<file path="config.mk">
export PLATFORM = sky130hd
export DESIGN_NAME = request_ingress
export DESIGN_NICKNAME = d
export VERILOG_FILES = /design/src/rtl/request_ingress_pkg.sv /design/src/rtl/request_ingress_skid_fifo.sv /design/src/rtl/request_ingress.sv
export SDC_FILE = /design/constraint.sdc
export NUM_CORES = 1
export LEC_CHECK = 0
export CAP_MARGIN = 5
export CORE_MARGIN = 2
export CORE_UTILIZATION = 34
export CTS_BUF_LIST = sky130_fd_sc_hd__clkbuf_8
export DETAILED_ROUTE_END_ITERATION = 10
export PLACE_DENSITY = 0.59
export SLEW_MARGIN = 20
export SYNTH_ARGS = -nofsm -noshare
export SYNTH_HDL_FRONTEND = slang
export SYNTH_HIERARCHICAL = 1
export SYNTH_SLANG_ARGS = --single-unit
</file>
<file path="constraint.sdc">
create_clock -name clk -period 2.35 [get_ports clk]
set_input_delay 0.5875 -clock clk [delete_from_list [all_inputs] [get_ports clk]]
set_output_delay 0.5875 -clock clk [all_outputs]
set_load 0.05 [all_outputs]
</file>
<file path="src/rtl/request_ingress_pkg.sv">
// Shared definitions for the DRAM batch scheduler ingress: default field
// widths, the address field origin and the ingress FSM state encodings.
package request_ingress_pkg;

  // Default field widths of the flat physical address {row, bank, bg, col}
  localparam int DEF_BG_W   = 2;
  localparam int DEF_BANK_W = 2;
  localparam int DEF_ROW_W  = 16;
  localparam int DEF_COL_W  = 10;

  // Column occupies the least significant bits; the other fields stack above it
  localparam int ADDR_COL_LSB = 0;

  // Ingress batch-formation states
  typedef enum logic [1:0] {
    ING_IDLE   = 2'd0,
    ING_FILL   = 2'd1,
    ING_CLOSED = 2'd2,
    ING_CLEAR  = 2'd3
  } ing_state_t;

endpackage

</file>
<file path="src/rtl/request_ingress_skid_fifo.sv">
// Two-entry skid FIFO holding decoded request fields. The ready flag is a
// register derived from the next occupancy, so the upstream side never sees
// a combinational path from the pop side.
module ingress_skid_fifo #(
  parameter int WIDTH = 30
) (
  input  logic             clk,
  input  logic             rst_n,
  input  logic             push_valid,
  input  logic [WIDTH-1:0] push_data,
  input  logic             pop,
  output logic [WIDTH-1:0] head_data,
  output logic             empty,
  output logic             ready
);

  logic [WIDTH-1:0] mem_reg [2];
  logic             wr_ptr_reg;
  logic             rd_ptr_reg;
  logic [1:0]       count_reg;
  logic [1:0]       count_next;
  logic             ready_reg;
  logic             push_en;
  logic             pop_en;

  assign push_en   = push_valid && ready_reg;
  assign pop_en    = pop && (count_reg != 2'd0);
  assign head_data = mem_reg[rd_ptr_reg];
  assign empty     = (count_reg == 2'd0);
  assign ready     = ready_reg;

  // Occupancy after this cycle's push/pop
  always_comb begin
    count_next = count_reg;
    if (push_en && !pop_en) begin
      count_next = count_reg + 2'd1;
    end else if (!push_en && pop_en) begin
      count_next = count_reg - 2'd1;
    end
  end

  // Storage, pointers, occupancy and registered ready
  always_ff @(posedge clk or negedge rst_n) begin
    if (!rst_n) begin
      mem_reg[0] <= '0;
      mem_reg[1] <= '0;
      wr_ptr_reg <= 1'b0;
      rd_ptr_reg <= 1'b0;
      count_reg  <= 2'd0;
      ready_reg  <= 1'b0;
    end else begin
      if (push_en) begin
        mem_reg[wr_ptr_reg] <= push_data;
        wr_ptr_reg          <= ~wr_ptr_reg;
      end
      if (pop_en) begin
        rd_ptr_reg <= ~rd_ptr_reg;
      end
      count_reg <= count_next;
      ready_reg <= (count_next != 2'd2);
    end
  end

endmodule

</file>
<file path="src/rtl/request_ingress.sv">
// Front end of the DRAM batch scheduler. Decodes flat addresses into
// bank group / bank / row / column, buffers them in a 2-entry skid FIFO and
// forms batches: a batch closes on full count, timeout or flush, stays
// closed (batch_start) until the scheduler reports done, then batch_clear
// pulses for one cycle before the next batch may start.
module request_ingress
  import request_ingress_pkg::*;
#(
  parameter int ADDR_WIDTH     = 30,
  parameter int BG_W           = DEF_BG_W,
  parameter int BANK_W         = DEF_BANK_W,
  parameter int ROW_W          = DEF_ROW_W,
  parameter int COL_W          = DEF_COL_W,
  parameter int BATCH_MAX      = 16,
  parameter int TIMEOUT_CYCLES = 64,
  parameter int CNT_W          = 5
) (
  input  logic                  clk,
  input  logic                  rst_n,
  input  logic                  in_valid,
  input  logic [ADDR_WIDTH-1:0] in_addr,
  output logic                  in_ready,
  input  logic                  flush,
  output logic                  out_valid,
  output logic [BG_W-1:0]       out_bank_group,
  output logic [BANK_W-1:0]     out_bank,
  output logic [ROW_W-1:0]      out_row,
  output logic [COL_W-1:0]      out_column,
  input  logic                  out_ready,
  output logic                  batch_start,
  input  logic                  batch_done,
  output logic                  batch_clear,
  output logic [CNT_W-1:0]      batch_count
);

  localparam int ADDR_BG_LSB   = ADDR_COL_LSB + COL_W;
  localparam int ADDR_BANK_LSB = ADDR_BG_LSB + BG_W;
  localparam int ADDR_ROW_LSB  = ADDR_BANK_LSB + BANK_W;
  localparam int FIELD_W       = ROW_W + BANK_W + BG_W + COL_W;
  localparam int TMR_W         = $clog2(TIMEOUT_CYCLES) + 1;

  localparam logic [CNT_W-1:0] BATCH_MAX_C  = CNT_W'(BATCH_MAX);
  localparam logic [CNT_W-1:0] BATCH_LAST_C = CNT_W'(BATCH_MAX - 1);
  localparam logic [TMR_W-1:0] TMO_LAST_C   = TMR_W'(TIMEOUT_CYCLES - 1);

  ing_state_t        state_reg;
  ing_state_t        state_next;
  logic [CNT_W-1:0]  batch_count_reg;
  logic [TMR_W-1:0]  timer_reg;

  logic [COL_W-1:0]  dec_col;
  logic [BG_W-1:0]   dec_bg;
  logic [BANK_W-1:0] dec_bank;
  logic [ROW_W-1:0]  dec_row;
  logic [FIELD_W-1:0] push_data;
  logic [FIELD_W-1:0] head_data;
  logic              fifo_empty;
  logic              handshake;

  // Address decode happens on the way into the FIFO; only fields are stored
  assign dec_col   = in_addr[ADDR_COL_LSB +: COL_W];
  assign dec_bg    = in_addr[ADDR_BG_LSB +: BG_W];
  assign dec_bank  = in_addr[ADDR_BANK_LSB +: BANK_W];
  assign dec_row   = in_addr[ADDR_ROW_LSB +: ROW_W];
  assign push_data = {dec_row, dec_bank, dec_bg, dec_col};

  assign {out_row, out_bank, out_bank_group, out_column} = head_data;
  assign handshake   = out_valid && out_ready;
  assign batch_count = batch_count_reg;

  ingress_skid_fifo #(
    .WIDTH (FIELD_W)
  ) u_fifo (
    .clk        (clk),
    .rst_n      (rst_n),
    .push_valid (in_valid),
    .push_data  (push_data),
    .pop        (handshake),
    .head_data  (head_data),
    .empty      (fifo_empty),
    .ready      (in_ready)
  );

  // State register
  always_ff @(posedge clk or negedge rst_n) begin
    if (!rst_n) begin
      state_reg <= ING_IDLE;
    end else begin
      state_reg <= state_next;
    end
  end

  // Next-state: close on count, timeout or flush; wait for done; clear once
  always_comb begin
    state_next = state_reg;
    case (state_reg)
      ING_IDLE: begin
        if (handshake) begin
          state_next = (BATCH_MAX_C == CNT_W'(1)) ? ING_CLOSED : ING_FILL;
        end
      end
      ING_FILL: begin
        if ((handshake && (batch_count_reg == BATCH_LAST_C)) ||
            (timer_reg == TMO_LAST_C) || flush) begin
          state_next = ING_CLOSED;
        end
      end
      ING_CLOSED: begin
        if (batch_done) begin
          state_next = ING_CLEAR;
        end
      end
      ING_CLEAR: begin
        state_next = ING_IDLE;
      end
      default: begin
        state_next = ING_IDLE;
      end
    endcase
  end

  // Outputs: forward only while a batch is open and not yet full
  always_comb begin
    out_valid   = !fifo_empty &&
                  ((state_reg == ING_IDLE) || (state_reg == ING_FILL)) &&
                  (batch_count_reg != BATCH_MAX_C);
    batch_start = (state_reg == ING_CLOSED);
    batch_clear = (state_reg == ING_CLEAR);
  end

  // Batch counter and timeout timer; timer reads 1 in the cycle after the
  // first handshake so the close lands exactly TIMEOUT_CYCLES after it
  always_ff @(posedge clk or negedge rst_n) begin
    if (!rst_n) begin
      batch_count_reg <= '0;
      timer_reg       <= '0;
    end else begin
      case (state_reg)
        ING_IDLE: begin
          if (handshake) begin
            batch_count_reg <= CNT_W'(1);
            timer_reg       <= TMR_W'(1);
          end else begin
            batch_count_reg <= '0;
            timer_reg       <= '0;
          end
        end
        ING_FILL: begin
          timer_reg <= timer_reg + TMR_W'(1);
          if (handshake) begin
            batch_count_reg <= batch_count_reg + CNT_W'(1);
          end
        end
        ING_CLOSED: begin
          batch_count_reg <= batch_count_reg;
          timer_reg       <= timer_reg;
        end
        default: begin
          batch_count_reg <= '0;
          timer_reg       <= '0;
        end
      endcase
    end
  end

endmodule

</file>
==> results.py <==
metrics = {
    "pwr": {
        "power.switching_mw": 3.93,
        "finalPower_mw": 9.98,
        "swShare_pct": 39.4,
        "power_frac_clock_pct": 12.4,
        "p_per_area_mw_per_mm2": 1790,
        "leakage_nw": 2.58,
        "p_int_mw": 6.05,
        "share_seq_of_total_power_pct": 23.5,
        "p_comb_share_pct": 64.1,
        "peakVddDrop_mv": 1.02,
    },
    "sta": {
        "hold_slack_ns": 0.213,
        "slew_headroom_pct": 63.5,
        "fmax_mhz": 440,
        "tightest_slew_ns": 0.548,
        "fin_crit_sh_pct": 96.6,
        "rsz0062_at_grt": "true",
        "slew_violations": 0,
        "fin_setup_tns_ns": 0,
        "setup_viol": 0,
        "min_period_ns": 2.27,
        "report.final.hold_viol_count": 0,
        "finClkSkew_ns": 0.0100,
    },
    "place": {
        "portBuffers": 74,
        "dp_hpwl_um": 5410,
        "place.gp.congestion": 0.731,
    },
    "critical_path": {
        "max_stage_delay_ns": 0.43,
        "worstPathMaxFanout": 10,
        "crit_path_top_delay_cell": "dfrtp_1",
        "critical_path_arrival_ns": 1.68,
        "cp_top_family": "flip-flops",
        "critical_path.cell_chain": "inv_1 > ha_2 > nor2_1 > nor3b_4 > buf_12",
        "critPathBufInv": 2,
        "criticalPathCategory": "flop to output pin",
        "cp.required_ns": 1.76,
        "cp-start-kind": "flop",
        "endpoint_kind": "output pin",
        "r2r_slack_ns": 0.20,
    },
    "final_layout": {
        "largest_register_ffs": 60,
        "layout.nets": 409,
        "antennaDiodeCount": 0,
        "layout-drive-gt1-share_pct": 44.7,
        "seqCellArea_mm2": 0.00198,
        "fillers": 1036,
        "multi_input_area_mm2": 0.00191,
        "areaGrowthSynthToFinish_pct": 38.0,
    },
    "synthesis": {
        "avgSynthCellArea_um2": 14.4,
        "yosysSeqAreaShare_pct": 49.0,
        "synth-main-ff-cell": "dfrtp_1",
        "ys_ff_latch": 79,
        "synth_top_family_by_area": "multiplexers",
        "synth_area_mm2": 0.00404,
        "synth_cells": 281,
        "synthAdderAreaFrac_pct": 3.04,
        "ys_async_sr_fraction_pct": 100,
        "synthXorXnorAreaFrac_pct": 1.09,
        "yosys-top-cells-count": "dfrtp_1 (79), mux2_4 (60), mux2_2 (31)",
        "muxShareOfSynthArea_pct": 31.0,
        "synth_edf_count": 0,
        "yosys_warnings": 6,
        "synth-compound-area-share_pct": 5.30,
        "synth.top_cell.area_share_pct": 49.0,
        "synth_fp_nets": 326,
        "netlist_top_cells_area": "dfrtp_1 (49%), mux2_4 (22%), mux2_2 (8.7%), ha_1 (2.8%), buf_6 (2.2%)",
        "yosysMostFrequentCell": "dfrtp_1",
        "synth.distinct_cells": 46,
        "synthSimpleGateAreaFrac_pct": 6.70,
        "yosys.area.top_type": "dfrtp_1",
    },
    "clocking": {
        "cts_hold_buf": 0,
        "cts_buffer_depth": 2,
        "htreeDepth": 3,
        "insertion_delay_ns": 0.35,
        "ctsRootBufferMaster": "clkbuf_8",
        "cts_made_buffers": 9,
        "cts_sinks": 79,
        "cts_tree": "yes",
        "clk_pin_slew_ns": 0.09,
    },
    "floorplanning": {
        "die_height_um": 113,
        "io_pins": 75,
        "coreArea_mm2": 0.0115,
        "die_w_um": 113,
        "std_cell_rows": 39,
        "start_util_pct": 35.0,
        "die_area_mm2": 0.0128,
    },
    "grt": {
        "grt.total_usage_pct": 14.1,
        "grt_pass1_vias": 2739,
        "grt_pass1_wl_um": 14300,
        "antenna_found_initial": 0,
        "grt-ovfl-total": 0,
        "grt_max_degree": 41,
    },
    "run_status": {
        "status": "finished, violations left",
        "failed_checks": "design-rule violations",
    },
    "drt": {
        "met1Wirelength_um": 3820,
        "dr.pass1.iters": 7,
        "avgRoutedWirePerCell_um": 16.1,
        "route.met2.wl_um": 3980,
        "drtIter0Drc": 69,
        "antenna_left": 0,
        "highest_layer": "met4",
        "drc": 4,
        "wirelength_um": 8230,
        "vias": 2485,
        "wl_met3_um": 317,
        "via_per_inst": 4.85,
    },
    "job": {
        "drv_cap": 0,
    },
    "worst_hold_path": {
        "hp-class": "input port to asynchronous set/reset pin",
    },
}
layer usage:
layer	track usage [%]	vias to the layer above
met5	0	-
met4	3.90	0
met3	3.27	10
met2	21.9	48
met1	19.8	1267
li1	-	1160
power groups by stage:
stage	clock (mW)	combinational, mW	sequential (mW)
CTS	1.28	6.46	2.35
global placement	0	6.40	2.32
finish	1.24	6.40	2.34
global route	1.35	6.71	2.43
detailed placement	0	6.43	2.35
floorplan	0	3.92	2.29
path summary, 6_finish.rpt:
path / end / start / cells after the start
max in group asynchronous: u_fifo/mem_reg[56]$_DFFE_PN0P_ / rst_n / 2
min in group clk: u_fifo/mem_reg[29]$_DFFE_PN0P_ / u_fifo/mem_reg[29]$_DFFE_PN0P_ / 1
max: out_valid / state_reg[1]$_DFFE_PN0P_ / 5
min: state_reg[1]$_DFFE_PN0P_ / rst_n / 1
min reg2reg: u_fifo/mem_reg[29]$_DFFE_PN0P_ / u_fifo/mem_reg[29]$_DFFE_PN0P_ / 1
max reg2reg: state_reg[1]$_DFFE_PN0P_ / batch_count[0]$_DFFE_PN0P_ / 7
cells by family after synthesis:
group | count (synthesis)
buf+inv | 24
xor+xnor | 5
compound gates | 29
simple gates | 43
mux | 91
flops | 79
fa+ha+maj | 10
cell type report:
type / instances / share of cell area, %
Timing Repair Buffer: 86 / 21.8
Clock buffer: 9 / 2.23
Sequential cell: 79 / 35.5
Inverter: 10 / 0.674
Clock inverter: 7 / 2.18
Multi-Input combinational cell: 178 / 34.4
Tap cell: 143 / 3.21
what timing repair did:
action,4_1_cts,5_1_grt
buffers inserted,0,0
endpoints found under the setup margin,1,2
hold endpoints to repair,0,0
resized for setup,1,1
metrics by stage:
stage	cell area (um^2)	cells	setup WS [ns]	util, %
final	5570	512	0.0793	48.3
after global routing	5570	512	-0.0491	48.3
after CTS	5560	512	0.0218	48.3
after detailed placement	5320	496	0.0761	46.2
after global placement	5320	496	0.112	46.2
after floorplan	4050	281	0.0808	-
cells in the final DEF (no fill, tap or decap), drive strengths merged, types with 9 or more instances in the layout:
master         instances
clkbuf                 9
dfrtp                 79
clkdlybuf4s50         40
nor2                   9
o21ai                  9
inv                   10
buf                   45
ha                     9
nand2                 11
mux2                  91
No activity file was read; power rests on OpenSTA's default activity.
